`config.mk`:
```
export PLATFORM = sky130hd
export DESIGN_NAME = axis_frame_fifo_param_flat
export DESIGN_NICKNAME = d
export VERILOG_FILES = /design/src/rtl/axis_frame_fifo_param_if.sv /design/src/rtl/axis_frame_fifo_param.sv /design/src/flat_wrapper.sv
export SDC_FILE = /design/constraint.sdc
export NUM_CORES = 1
export LEC_CHECK = 0
export ABC_AREA = 1
export CAP_MARGIN = 20
export CORE_MARGIN = 2
export CORE_UTILIZATION = 45
export CTS_CLUSTER_DIAMETER = 150
export CTS_CLUSTER_SIZE = 12
export DETAILED_ROUTE_END_ITERATION = 16
export SETUP_SLACK_MARGIN = 0.15
export SYNTH_ARGS = -nofsm -noshare
export SYNTH_HDL_FRONTEND = slang
export SYNTH_SLANG_ARGS = --single-unit
export TNS_END_PERCENT = 100
```
`constraint.sdc`:
```
create_clock -name clk -period 3.4 [get_ports clk]
set_input_delay 0.85 -clock clk [delete_from_list [all_inputs] [get_ports clk]]
set_output_delay 0.85 -clock clk [all_outputs]
set_load 0.01 [all_outputs]
```
`src/rtl/axis_frame_fifo_param_if.sv`:
```
// AXI-Stream style handshake bundle shared by both sides of the frame FIFO.
// The master drives data, valid, last and user, and the slave answers with tready.
interface axis_frame_fifo_param_if #(
   parameter int DATA_WIDTH = 8
);
   logic [DATA_WIDTH-1:0] tdata;
   logic                  tvalid;
   logic                  tready;
   logic                  tlast;
   logic                  tuser;

   modport master (output tdata, output tvalid, output tlast, output tuser, input tready);
   modport slave  (input tdata, input tvalid, input tlast, input tuser, output tready);
endinterface

```
`src/rtl/axis_frame_fifo_param.sv`:
```
// Frame FIFO: words are held back until their frame's tlast commits them, and
// frames that overflow or end flagged bad are rewound and never reach the output.
module axis_frame_fifo_param #(
   parameter int   ADDR_WIDTH           = 4,
   parameter int   DATA_WIDTH           = 8,
   parameter bit   DROP_WHEN_FULL       = 1'b1,
   parameter bit   DROP_BAD_FRAME       = 1'b0,
   parameter logic USER_BAD_FRAME_VALUE = 1'b1
) (
   input  logic                           clk,
   input  logic                           rst_n,
   axis_frame_fifo_param_if.slave         input_axis,
   axis_frame_fifo_param_if.master        output_axis,
   output logic                           drop_frame,
   output logic                           overflow,
   output logic                           bad_frame,
   output logic                           good_frame
);
   localparam int DEPTH = 2**ADDR_WIDTH;
   typedef logic [ADDR_WIDTH:0] ptr_t;
   localparam ptr_t DEPTH_PTR = ptr_t'(DEPTH);
   localparam ptr_t ONE_PTR   = ptr_t'(1);

   logic [DATA_WIDTH:0] mem [DEPTH];

   ptr_t wr_ptr_q, wr_ptr_d;
   ptr_t wr_ptr_cur_q, wr_ptr_cur_d;
   ptr_t rd_ptr_q, rd_ptr_d;
   logic drop_frame_q, drop_frame_d;
   logic overflow_q, overflow_d;
   logic bad_frame_q, bad_frame_d;
   logic good_frame_q, good_frame_d;
   logic out_valid_q, out_valid_d;
   logic out_last_q, out_last_d;
   logic [DATA_WIDTH-1:0] out_data_q, out_data_d;

   logic full;
   logic empty;
   logic in_ready;
   logic mem_we;

   // full counts speculative words; empty only counts committed ones, so the read side never sees a partial frame
   assign full     = (wr_ptr_cur_q - rd_ptr_q) == DEPTH_PTR;
   assign empty    = wr_ptr_q == rd_ptr_q;
   assign in_ready = DROP_WHEN_FULL ? 1'b1 : ~full;

   always_comb begin
      wr_ptr_d     = wr_ptr_q;
      wr_ptr_cur_d = wr_ptr_cur_q;
      drop_frame_d = drop_frame_q;
      overflow_d   = 1'b0;
      bad_frame_d  = 1'b0;
      good_frame_d = 1'b0;
      mem_we       = 1'b0;
      if (input_axis.tvalid && in_ready) begin
         if (drop_frame_q) begin
            if (input_axis.tlast) drop_frame_d = 1'b0;
         end else if (DROP_WHEN_FULL && full) begin
            wr_ptr_cur_d = wr_ptr_q;
            overflow_d   = 1'b1;
            drop_frame_d = ~input_axis.tlast;
         end else begin
            mem_we       = 1'b1;
            wr_ptr_cur_d = wr_ptr_cur_q + ONE_PTR;
            if (input_axis.tlast) begin
               if (DROP_BAD_FRAME && (input_axis.tuser == USER_BAD_FRAME_VALUE)) begin
                  wr_ptr_cur_d = wr_ptr_q;
                  bad_frame_d  = 1'b1;
               end else begin
                  wr_ptr_d     = wr_ptr_cur_q + ONE_PTR;
                  good_frame_d = 1'b1;
               end
            end
         end
      end
   end

   always_comb begin
      rd_ptr_d    = rd_ptr_q;
      out_valid_d = out_valid_q;
      out_data_d  = out_data_q;
      out_last_d  = out_last_q;
      if (!empty && (!out_valid_q || output_axis.tready)) begin
         {out_last_d, out_data_d} = mem[rd_ptr_q[ADDR_WIDTH-1:0]];
         rd_ptr_d    = rd_ptr_q + ONE_PTR;
         out_valid_d = 1'b1;
      end else if (output_axis.tready) begin
         out_valid_d = 1'b0;
      end
   end

   always_ff @(posedge clk) begin
      if (mem_we) mem[wr_ptr_cur_q[ADDR_WIDTH-1:0]] <= {input_axis.tlast, input_axis.tdata};
   end

   always_ff @(posedge clk or negedge rst_n) begin
      if (!rst_n) begin
         wr_ptr_q     <= '0;
         wr_ptr_cur_q <= '0;
         rd_ptr_q     <= '0;
         drop_frame_q <= 1'b0;
         overflow_q   <= 1'b0;
         bad_frame_q  <= 1'b0;
         good_frame_q <= 1'b0;
         out_valid_q  <= 1'b0;
         out_last_q   <= 1'b0;
         out_data_q   <= '0;
      end else begin
         wr_ptr_q     <= wr_ptr_d;
         wr_ptr_cur_q <= wr_ptr_cur_d;
         rd_ptr_q     <= rd_ptr_d;
         drop_frame_q <= drop_frame_d;
         overflow_q   <= overflow_d;
         bad_frame_q  <= bad_frame_d;
         good_frame_q <= good_frame_d;
         out_valid_q  <= out_valid_d;
         out_last_q   <= out_last_d;
         out_data_q   <= out_data_d;
      end
   end

   assign input_axis.tready  = in_ready;
   assign output_axis.tdata  = out_data_q;
   assign output_axis.tvalid = out_valid_q;
   assign output_axis.tlast  = out_last_q;
   assign output_axis.tuser  = 1'b0;
   assign drop_frame         = drop_frame_q;
   assign overflow           = overflow_q;
   assign bad_frame          = bad_frame_q;
   assign good_frame         = good_frame_q;
endmodule

```
`src/flat_wrapper.sv`:
```
// flat-port wrapper written by rule: the top's interface ports become plain ports
module axis_frame_fifo_param_flat 
#(
   parameter int   ADDR_WIDTH           = 4,
   parameter int   DATA_WIDTH           = 8,
   parameter bit   DROP_WHEN_FULL       = 1'b1,
   parameter bit   DROP_BAD_FRAME       = 1'b0,
   parameter logic USER_BAD_FRAME_VALUE = 1'b1
)
  (clk, rst_n, drop_frame, overflow, bad_frame, good_frame, input_axis_tdata, input_axis_tvalid, input_axis_tlast, input_axis_tuser, input_axis_tready, output_axis_tdata, output_axis_tvalid, output_axis_tlast, output_axis_tuser, output_axis_tready);
  axis_frame_fifo_param_if #(.DATA_WIDTH(DATA_WIDTH)) input_axis_i ();
  axis_frame_fifo_param_if #(.DATA_WIDTH(DATA_WIDTH)) output_axis_i ();
  input  logic clk;
  input  logic rst_n;
  output logic drop_frame;
  output logic overflow;
  output logic bad_frame;
  output logic good_frame;
  input wire logic [$bits(input_axis_i.tdata)-1:0] input_axis_tdata;
  input wire logic [$bits(input_axis_i.tvalid)-1:0] input_axis_tvalid;
  input wire logic [$bits(input_axis_i.tlast)-1:0] input_axis_tlast;
  input wire logic [$bits(input_axis_i.tuser)-1:0] input_axis_tuser;
  output wire logic [$bits(input_axis_i.tready)-1:0] input_axis_tready;
  output wire logic [$bits(output_axis_i.tdata)-1:0] output_axis_tdata;
  output wire logic [$bits(output_axis_i.tvalid)-1:0] output_axis_tvalid;
  output wire logic [$bits(output_axis_i.tlast)-1:0] output_axis_tlast;
  output wire logic [$bits(output_axis_i.tuser)-1:0] output_axis_tuser;
  input wire logic [$bits(output_axis_i.tready)-1:0] output_axis_tready;
  assign input_axis_i.tdata = input_axis_tdata;
  assign input_axis_i.tvalid = input_axis_tvalid;
  assign input_axis_i.tlast = input_axis_tlast;
  assign input_axis_i.tuser = input_axis_tuser;
  assign input_axis_tready = input_axis_i.tready;
  assign output_axis_tdata = output_axis_i.tdata;
  assign output_axis_tvalid = output_axis_i.tvalid;
  assign output_axis_tlast = output_axis_i.tlast;
  assign output_axis_tuser = output_axis_i.tuser;
  assign output_axis_i.tready = output_axis_tready;
  axis_frame_fifo_param #(.ADDR_WIDTH(ADDR_WIDTH), .DATA_WIDTH(DATA_WIDTH), .DROP_WHEN_FULL(DROP_WHEN_FULL), .DROP_BAD_FRAME(DROP_BAD_FRAME), .USER_BAD_FRAME_VALUE(USER_BAD_FRAME_VALUE)) u_core (.clk(clk), .rst_n(rst_n), .input_axis(input_axis_i), .output_axis(output_axis_i), .drop_frame(drop_frame), .overflow(overflow), .bad_frame(bad_frame), .good_frame(good_frame));
endmodule
```
# ---- Word-level counts from Yosys, hierarchy flattened
# Memory sizes are Yosys's and may differ from the RTL's. A register that Yosys moved wholly into a read port is not among the register bits.
# Cells that the tools add are included.
dict set report totals {
  ff_bits 19
  mem_bits_rw 144
  input_bits 14
  wordCells 42
  n_memories 1
}
dict set report classes {
  add_sub_neg 3
  n_eq_ne 2
  n_mux 18
  bitwise 3
  reduce_logical 8
}
# name words width read_ports rd_clocked_by_memory_dff write_ports line_no
set memory_table {}
lappend memory_table {u_core.mem 16 9 1 1 1 axis_frame_fifo_param.sv:24} ;# logic [DATA_WIDTH:0] mem [DEPTH];
# cell n
set ops {}
lappend ops {{1-bit two-way mux} 17}
lappend ops {{5-bit by 1-bit adder with 5-bit output, second input constant} 2}
lappend ops {{5-bit equality test} 1}
lappend ops {{5-bit equality test, second input constant} 1}
lappend ops {{5-bit two-way mux} 1}
lappend ops {{5-bit subtractor} 1}
lappend ops {{4-bit AND reduction} 1}
lappend ops {{1-bit zero test} 3}
lappend ops {{1-bit NOT} 3}
lappend ops {{2-bit AND reduction} 1}
lappend ops {{2-bit nonzero test} 1}
lappend ops {{1-bit logical AND} 1}
lappend ops {{1-bit logical OR} 1}

# ---- Longest topological paths before layout
# Gate-level depths: netlist (run 1).
dict set report logic_depth {
  word_depth 7
  mapped_depth 13
  ltp_nobuf 11
}

# ---- Least setup slack after synthesis (run 1)
# Ideal clock, no wire load.
dict set report synth_timing {
  kind {register -> register}
  startpoint {reg u_core.rd_ptr_q[3]}
  endpoint {mem u_core.mem[11][0] (netlist name) (enable)}
  setup_ns 0.374
  t_arrival_ns 2.181
  path_slack_ns 0.845
  path_stages_with_launch 14
  synth_period_minus_slack_ns 2.555
  path_cell_list {dfrtp_1 -> inv_1 -> clkbuf_1 -> ha_1 -> inv_2 -> nand2_1 -> nand3_1 -> nand2_1 -> inv_2 -> nor2_4 -> nor2_4 -> buf_6 -> nand2_2 -> nor2_1}
}
dict set report synth_between {
  elab_chain_len 7
}
# element line_no
set synth_rtl {}
lappend synth_rtl {{from (decl)} axis_frame_fifo_param.sv:28} ;# ptr_t rd_ptr_q, rd_ptr_d;
lappend synth_rtl {{from (signal assigned)} axis_frame_fifo_param.sv:111} ;# rd_ptr_q <= rd_ptr_d;
lappend synth_rtl {{5-bit subtractor} axis_frame_fifo_param.sv:43} ;# assign full = (wr_ptr_cur_q - rd_ptr_q) == DEPTH_PTR;
lappend synth_rtl {{5-bit equality test} axis_frame_fifo_param.sv:43}
lappend synth_rtl {{1-bit two-way mux} axis_frame_fifo_param.sv:58} ;# end else if (DROP_WHEN_FULL && full) begin
lappend synth_rtl {{1-bit two-way mux} axis_frame_fifo_param.sv:56} ;# if (drop_frame_q) begin
lappend synth_rtl {{1-bit two-way mux} axis_frame_fifo_param.sv:55} ;# if (input_axis.tvalid && in_ready) begin
lappend synth_rtl {{1-bit two-way mux} axis_frame_fifo_param.sv:93} ;# if (mem_we) mem[wr_ptr_cur_q[ADDR_WIDTH-1:0]] <= {input_axis.tlast, input_axis.tdata};
lappend synth_rtl {{1-bit two-way mux (implied by the code)} axis_frame_fifo_param.sv:93}
lappend synth_rtl {{to (decl)} axis_frame_fifo_param.sv:24}
# No other way between the ends.

# ---- Final worst setup path (run 1)
dict set report layout_timing {
  startpoint {reg u_core.wr_ptr_cur_q[3]}
  endpoint {mem u_core.mem[2][2] (netlist name) (enable)}
}
dict set report layout_between {
  elab_chain_len 7
}
# element line_no
set layout_rtl {}
lappend layout_rtl {{from (decl)} axis_frame_fifo_param.sv:27} ;# ptr_t wr_ptr_cur_q, wr_ptr_cur_d;
lappend layout_rtl {{from (signal assigned)} axis_frame_fifo_param.sv:110} ;# wr_ptr_cur_q <= wr_ptr_cur_d;
lappend layout_rtl {{5-bit subtractor} axis_frame_fifo_param.sv:43}
lappend layout_rtl {{5-bit equality test} axis_frame_fifo_param.sv:43}
lappend layout_rtl {{1-bit two-way mux} axis_frame_fifo_param.sv:58}
lappend layout_rtl {{1-bit two-way mux} axis_frame_fifo_param.sv:56}
lappend layout_rtl {{1-bit two-way mux} axis_frame_fifo_param.sv:55}
lappend layout_rtl {{1-bit two-way mux} axis_frame_fifo_param.sv:93}
lappend layout_rtl {{1-bit two-way mux (implied by the code)} axis_frame_fifo_param.sv:93}
# Parallel ways exist; a longest one is shown, timed or not.

==> summary.md, run 1 <==
| Metric | Value |
|---|---|
| Placed insts | `961` |
| Worst setup SP type | `flip-flop` |
| Wire per inst | `16.82 um` |
| Hold Crit Endpoint | `u_core.output_axis.tdata[7]$_DFFE_PN0P_` |
| Final setup skew | `0.01281 ns` |
| Die Ht | `132.8 um` |
| Pleak | `0.003420 uW` |
| Placer congestion estimate | `0.8426` |
| Most frequent cells after synthesis | `nand2_1, edfxtp_1, nor2_1` |
| Largest net degree at the start of global routing | `76` |
| CTS root buf | `clkbuf_16` |
| GRT Overall Usage | `19.86%` |
| Worst R2R Path Depth | `11` |
| Fillers | `1431` |
| CP arrival | `2.56 ns` |
| Least-Margin Pin Slew | `0.8219 ns` |
| Post-Route WL | `16.68 mm` |
| Initial Util | `45.50%` |
| Max-cap violations | `0` |
| R2r endpoint | `u_core.mem[2][2]$_DFFE_PP_` |
| Clock power frac | `24.1%` |
| Post-route DRC | `0` |
| Setup total negative slack | `0 ns` |
| Combinational Power Share | `37.0%` |
| Period utilisation layout | `71.52%` |
| Crit path kind | `flip-flop to flip-flop` |
| Post-route ant nets | `0` |
| Max-slew violation count | `0` |
| Grt ovf | `0` |
| Final setup vio count | `0` |
| Async S/R FF share, synth | `16.28%` |
| Initial antenna violation count | `0` |
| Post-CTS Resized | `0` |
| Nets | `783` |
| WP data required | `3.53 ns` |
| CTS Sinks | `172` |
| Initial drt markers | `540` |
| Synth area leaders | `edfxtp_1, nand2_1, dfrtp_1, nor2_1, nand3_1` |
| Clk buf depth | `2` |
| Hold WC Path Type | `flip-flop to flip-flop` |
| Number of port buffers | `25` |
| Warnings, synthesis | `0` |
| Clock-pin slew on the worst setup and hold paths | `0.06 ns` |
| Avg Cell Area, Syn | `10.31 sq um` |
| Setup bufs post-CTS | `0` |
| Cts bufs inserted | `17` |
| Diodes inserted | `0` |
| Fin cells | `992` |
| Worst reg2reg startpoint | `u_core.wr_ptr_cur_q[3]$_DFFE_PN0P_` |
| Area of the core | `0.01641 sq mm` |
| CTS tree | `yes` |
| Clock Latency Late Sink | `0.43 ns` |
| Yosys top cell area share | `57.92%` |
| Pint | `4468 uW` |
| Setup crit end kind | `flip-flop` |
| Dominant cell type by area after synthesis | `edfxtp_1` |
| Worst hold path depth | `2` |
| Run status | `completed` |
| Std cell rows | `47` |
| Die footprint | `0.01764 sq mm` |
| Number of H-tree levels | `4` |
| Fin. Hold Viols | `0` |
| DRT Pass-1 Iters | `5` |
| I/O pin count | `30` |
| Seq/Total Area, Yosys | `67.30%` |
| HP Start | `u_core.output_axis.tdata[7]$_DFFE_PN0P_` |
| Power Density | `842.9 mW/mm^2` |
| Fmax | `0.4112 GHz` |
| Most frequent cell after synthesis | `nand2_1` |
| Sw Ratio | `37.57%` |
| Vias/cell | `5.042` |
| Gate Count Post-Synth | `724` |
| Reg-to-reg slack, setup | `0.97 ns` |
| First-pass GRT wire length | `26.33 mm` |
| Switching power | `2689 uW` |
| Die W | `132.8 um` |
| CP Max Fanout | `13` |
| Via count of the first global-routing pass | `4954` |
| Cts hold-fix bufs | `0` |
| Area of the mapped netlist | `0.007466 sq mm` |
| Area after DPL | `0.007975 sq mm` |
| Rel. slew slack | `45.04%` |
| Cell area after layout | `0.008491 sq mm` |
| Final worst path period need | `2.432 ns` |
| Synth Register Bits | `172` |
| Area grow syn2layout | `13.73%` |
| Synth cell types | `24` |
| Peak VDD IR | `0.4573 mV` |
| Final HPWL DP | `10.42 mm` |
| Share of layout cells above drive strength 1 | `7.772%` |
| Sequential Power Share | `38.9%` |
| Vias | `5002` |
| Ys flop type | `edfxtp_1` |
| RSZ-0062 raised after global routing | `no` |
| EDFF count, synth | `144` |
worst max path at each step:
stage                                  endpoint  slack, ns                                from
finish               u_core.mem[2][2]$_DFFE_PP_       0.97  u_core.wr_ptr_cur_q[3]$_DFFE_PN0P_
global route         u_core.mem[6][8]$_DFFE_PP_       0.77      u_core.rd_ptr_q[3]$_DFFE_PN0P_
CTS                  u_core.mem[2][3]$_DFFE_PP_       0.95  u_core.wr_ptr_cur_q[3]$_DFFE_PN0P_
detailed placement   u_core.mem[2][5]$_DFFE_PP_       0.59                   input_axis_tvalid
global placement     u_core.mem[2][3]$_DFFE_PP_       0.64                   input_axis_tvalid
floorplan           u_core.mem[11][0]$_DFFE_PP_       0.84      u_core.rd_ptr_q[3]$_DFFE_PN0P_
critical path, cell delays in order (launching register included):
cell and delay [ns]:
dfrtp_1 0.46, ha_1 0.37, inv_2 0.07, nand2_1 0.05, nand3_1 0.07, nand2_1 0.08
inv_2 0.08, nor2_4 0.06, nor2_4 0.25, nand2_1 0.25, nor2_1 0.15, buf_4 0.22
cell usage in the layout (no fill, tap or decap):
cell type        Yosys  layout
a21oi_1              1       1
ha_1                 9       9
inv_1               26      26
a21boi_0             1       1
o21ai_1              5       5
o21ai_2              1       1
bufinv_16            0       1
o21ai_0             44      44
inv_2                6       6
nand2_1            273     273
nor2_1              85      85
clkdlybuf4s50_1      0      25
nand3_1             48      48
clkbuf_1             6       3
xnor2_1              2       2
edfxtp_1           144     144
dfrtp_2              0       1
buf_4               11      25
clkbuf_16            0      17
dfrtp_1             28      27
nor2_4               2       2
clkinv_2             0       3
clkinv_1             1       6
nand4_1              1       1
conb_1               2       3
clkinvlp_4           0       2
nand2_2              2       2
xor2_1               9       9
state kept, by name, indices dropped and copies added, names as in the netlist:
| register | flops |
|---|---|
| u_core.good_frame | 1 |
| u_core.mem | 144 |
| u_core.wr_ptr_cur_q | 5 |
| u_core.drop_frame | 1 |
| u_core.overflow | 1 |
| u_core.output_axis.tdata | 8 |
| u_core.rd_ptr_q | 5 |
| u_core.output_axis.tvalid | 1 |
| u_core.output_axis.tlast | 1 |
| u_core.wr_ptr_q | 5 |
stage by stage:
| step | worst slack [ns] | total power, uW | util, % | hold slack, ns |
|---|---|---|---|---|
| after global routing | 0.7734 | 7677 | 51.75 | 0.5012 |
| after floorplan | 0.8450 | 4702 | - | 0.4905 |
| final | 0.9683 | 7157 | 51.75 | 0.4899 |
| after detailed placement | 0.5886 | 5479 | 48.61 | 0.4752 |
| after global placement | 0.6449 | 5425 | 48.61 | 0.4688 |
| after CTS | 0.9491 | 7204 | 51.75 | 0.4928 |
cells by family after synthesis:
| logic type | synth area share (%) |
|---|---|
| buf+inv | 4.458 |
| simple gates | 21.77 |
| fa+ha+maj | 1.508 |
| compound gates | 3.570 |
| other cells | 0.1006 |
| xor+xnor | 1.291 |
| flops | 67.30 |
layout make-up:
type / count / area, sq um / area share, %
flip-flops and latches: 172 / 5026 / 59.20
repair buffers: 50 / 437.9 / 5.158
well taps: 220 / 275.3 / 3.242
multi-input cells: 486 / 2112 / 24.87
clock inverters: 11 / 78.83 / 0.9284
inverters: 33 / 123.9 / 1.459
clock buffers: 20 / 436.7 / 5.143
power by group through the flow:
stage          combinational, uW  sequential (uW)  clock, uW
2_1_floorplan               1890             2810          0
3_3_place_gp                2610             2820          0
3_5_place_dp                2650             2820          0
4_1_cts                     2670             2780       1750
5_1_grt                     3030             2810       1830
6_report                    2650             2780       1720
routing by layer:
layer / up-vias / GRT usage [%] / routed length (um)
met1: 2380 / 27.98 / 7512
met2: 139 / 29.71 / 7681
li1: 2450 / - / -
met4: 0 / 8.901 / 437
met3: 33 / 4.406 / 1053
met5: - / 0 / 0
Power figures use the tool's default switching activity.
==> inputs of run 2 (changes only) <==
- clock period: 3.4 -> 2.1 ns (I/O delays scaled with it)
==> run 2 against run 1 <==
Die area unchanged. Clock skew decreased by 0.0040 ns. Utilization grew 4.6 points. Via count up 3.4%. Routed wire length up 5.2%. Highest routed layer unchanged.
==> summary.md, run 2 (synthesis gave the netlist of run 1 again) <==
| Metric | Value |
|---|---|
| CTS Sinks | `172` |
| Die W | `132.8 um` |
| First-pass GRT wire length | `27.07 mm` |
| Most frequent cells in the layout | `nand2_1, edfxtp_1, nor2_1, nand3_1, o21ai_0` |
| Peak VDD IR | `0.6673 mV` |
| Wire per inst | `17.03 um` |
| Vias/cell | `5.021` |
| CP arrival | `2.20 ns` |
| Worst hold margin | `0.4806 ns` |
| Std cell rows | `47` |
| Clk buf depth | `2` |
| Final setup vio count | `0` |
| Commonest non-fill, non-tap cell in the layout | `nand2_1` |
| RSZ-0062 raised after global routing | `yes` |
| Gr busiest metal | `met2` |
| Setup crit end kind | `flip-flop` |
| Period utilisation layout | `98.03%` |
| Final HPWL DP | `10.96 mm` |
| Largest register FFs | `144` |
| Number of port buffers | `25` |
| Cts bufs inserted | `17` |
| I/O pin count | `30` |
| Area grow syn2layout | `23.80%` |
| Number of H-tree levels | `4` |
| GRT Overall Usage | `20.43%` |
| Crit path kind | `flip-flop to flip-flop` |
| Die Ht | `132.8 um` |
| Combinational Power Share | `42.8%` |
| Fmax | `0.4857 GHz` |
| CP Max Fanout | `9` |
| Least-Margin Pin Slew | `0.7946 ns` |
| DRT Pass-1 Iters | `5` |
| Hold WC Path Type | `input port to asynchronous set/reset pin` |
| Largest net degree at the start of global routing | `77` |
| Via count of the first global-routing pass | `4995` |
| CTS root buf | `clkbuf_16` |
| Power Density | `1396 mW/mm^2` |
| Nets | `820` |
| Placed insts | `970` |
| Run status | `completed` |
| Worst Setup Slack, final | `0.04131 ns` |
| Post-route DRC | `0` |
| Pleak | `0.003650 uW` |
| Clock-pin slew on the worst setup and hold paths | `0.06 ns` |
| Pint | `7856 uW` |
| Initial Util | `45.50%` |
| Grt ovf | `0` |
| Post-Place Setup Slack | `-0.09497 ns` |
| Sw Ratio | `39.12%` |
| GR Util met3 | `3.716%` |
| Initial antenna violation count | `0` |
| Max-cap violations | `0` |
| Initial drt markers | `451` |
| Die footprint | `0.01764 sq mm` |
| Reg-to-reg slack, setup | `0.04 ns` |
| Placer congestion estimate | `0.8230` |
| Switching power | `5049 uW` |
| Final worst path period need | `2.059 ns` |
| Area of the core | `0.01641 sq mm` |
| Post-Route WL | `17.54 mm` |
| Rel. slew slack | `46.90%` |
| CTS tree | `yes` |
| Final setup skew | `0.008835 ns` |
| Worst setup SP type | `flip-flop` |
| Max-slew violation count | `0` |
| Fin cells | `1030` |
| Met1 Use GR | `28.26%` |
| Fin. Hold Viols | `0` |
| Sequential Power Share | `34.5%` |
| Post-route ant nets | `0` |
| Diodes inserted | `0` |
| Vias | `5172` |
| Met2 usage | `32.79%` |
| Cts hold-fix bufs | `0` |
| WP data required | `2.25 ns` |
| Clock Latency Late Sink | `0.43 ns` |
| Share of layout cells above drive strength 1 | `16.05%` |
| Clock power frac | `22.7%` |
[run 2: cell types whose count changed in the layout (fill, tap and decap cells not counted), sizes merged]
| cell | before | now |
|---|---|---|
| clkbuf | 20 | 21 |
| inv | 32 | 36 |
| clkinv | 9 | 6 |
| nor2 | 87 | 97 |
| clkinvlp | 2 | 3 |
| buf | 25 | 50 |
[run 2: per-stage QoR]
step	power (uW)	setup TNS [ns]	util, %	instance area (sq um)
global route	13740	-1.714	56.33	9243
CTS	12610	0	55.44	9096
global placement	9261	-3.626	50.19	8234
detailed placement	9359	-5.324	50.19	8234
finish	12910	0	56.33	9243
floorplan	7855	0	-	7635
[run 2: final timing paths]
path | start | end | cells past startpoint
min reg2reg | u_core.output_axis.tdata[1]$_DFFE_PN0P_ | u_core.output_axis.tdata[1]$_DFFE_PN0P_ | 2
min in group clk | u_core.output_axis.tdata[1]$_DFFE_PN0P_ | u_core.output_axis.tdata[1]$_DFFE_PN0P_ | 2
max in group asynchronous | rst_n | u_core.rd_ptr_q[0]$_DFFE_PN0P_ | 2
min | rst_n | u_core.output_axis.tvalid$_DFFE_PN0P_ | 2
max | u_core.rd_ptr_q[3]$_DFFE_PN0P_ | u_core.mem[10][0]$_DFFE_PP_ | 13
max reg2reg | u_core.rd_ptr_q[3]$_DFFE_PN0P_ | u_core.mem[10][0]$_DFFE_PP_ | 13
[run 2: timing repair]
item,in CTS,in global routing
endpoints found under the setup margin,137,148
buffers inserted,10,5
cloned,11,2
pin swaps,20,12
gates resized for setup,16,13
[run 2: critical path, stage by stage (launching register included)]
cell	delay, ns
dfrtp_1	0.39
inv_2	0.09
ha_4	0.22
inv_4	0.06
nand2_2	0.05
nand3_2	0.06
nand2_2	0.06
inv_2	0.08
nor2_4	0.04
nor2_4	0.15
buf_12	0.16
nand2_8	0.11
nor2_4	0.15
buf_12	0.14
[run 2: per-layer routing]
metal	vias up	wire [um]
met2	124	8346
met1	2483	8135
met4	0	319
met5	-	0
li1	2545	-
met3	20	743
[run 2: power by group through the flow]
stage / Clock (uW) / Combinational [uW] / Sequential (uW)
finish: 2930 / 5520 / 4460
global route: 3110 / 6130 / 4500
CTS: 2970 / 5180 / 4450
detailed placement: 0 / 4840 / 4520
global placement: 0 / 4750 / 4510
floorplan: 0 / 3300 / 4550
[run 2: cell type report]
type | count | area (sq um)
fillers | 1365 | 7164
flip-flops and latches | 172 | 5026
multi-input cells | 496 | 2431
repair buffers | 77 | 830.8
clock buffers | 19 | 432.9
well taps | 220 | 275.3
inverters | 33 | 128.9
clock inverters | 13 | 117.6
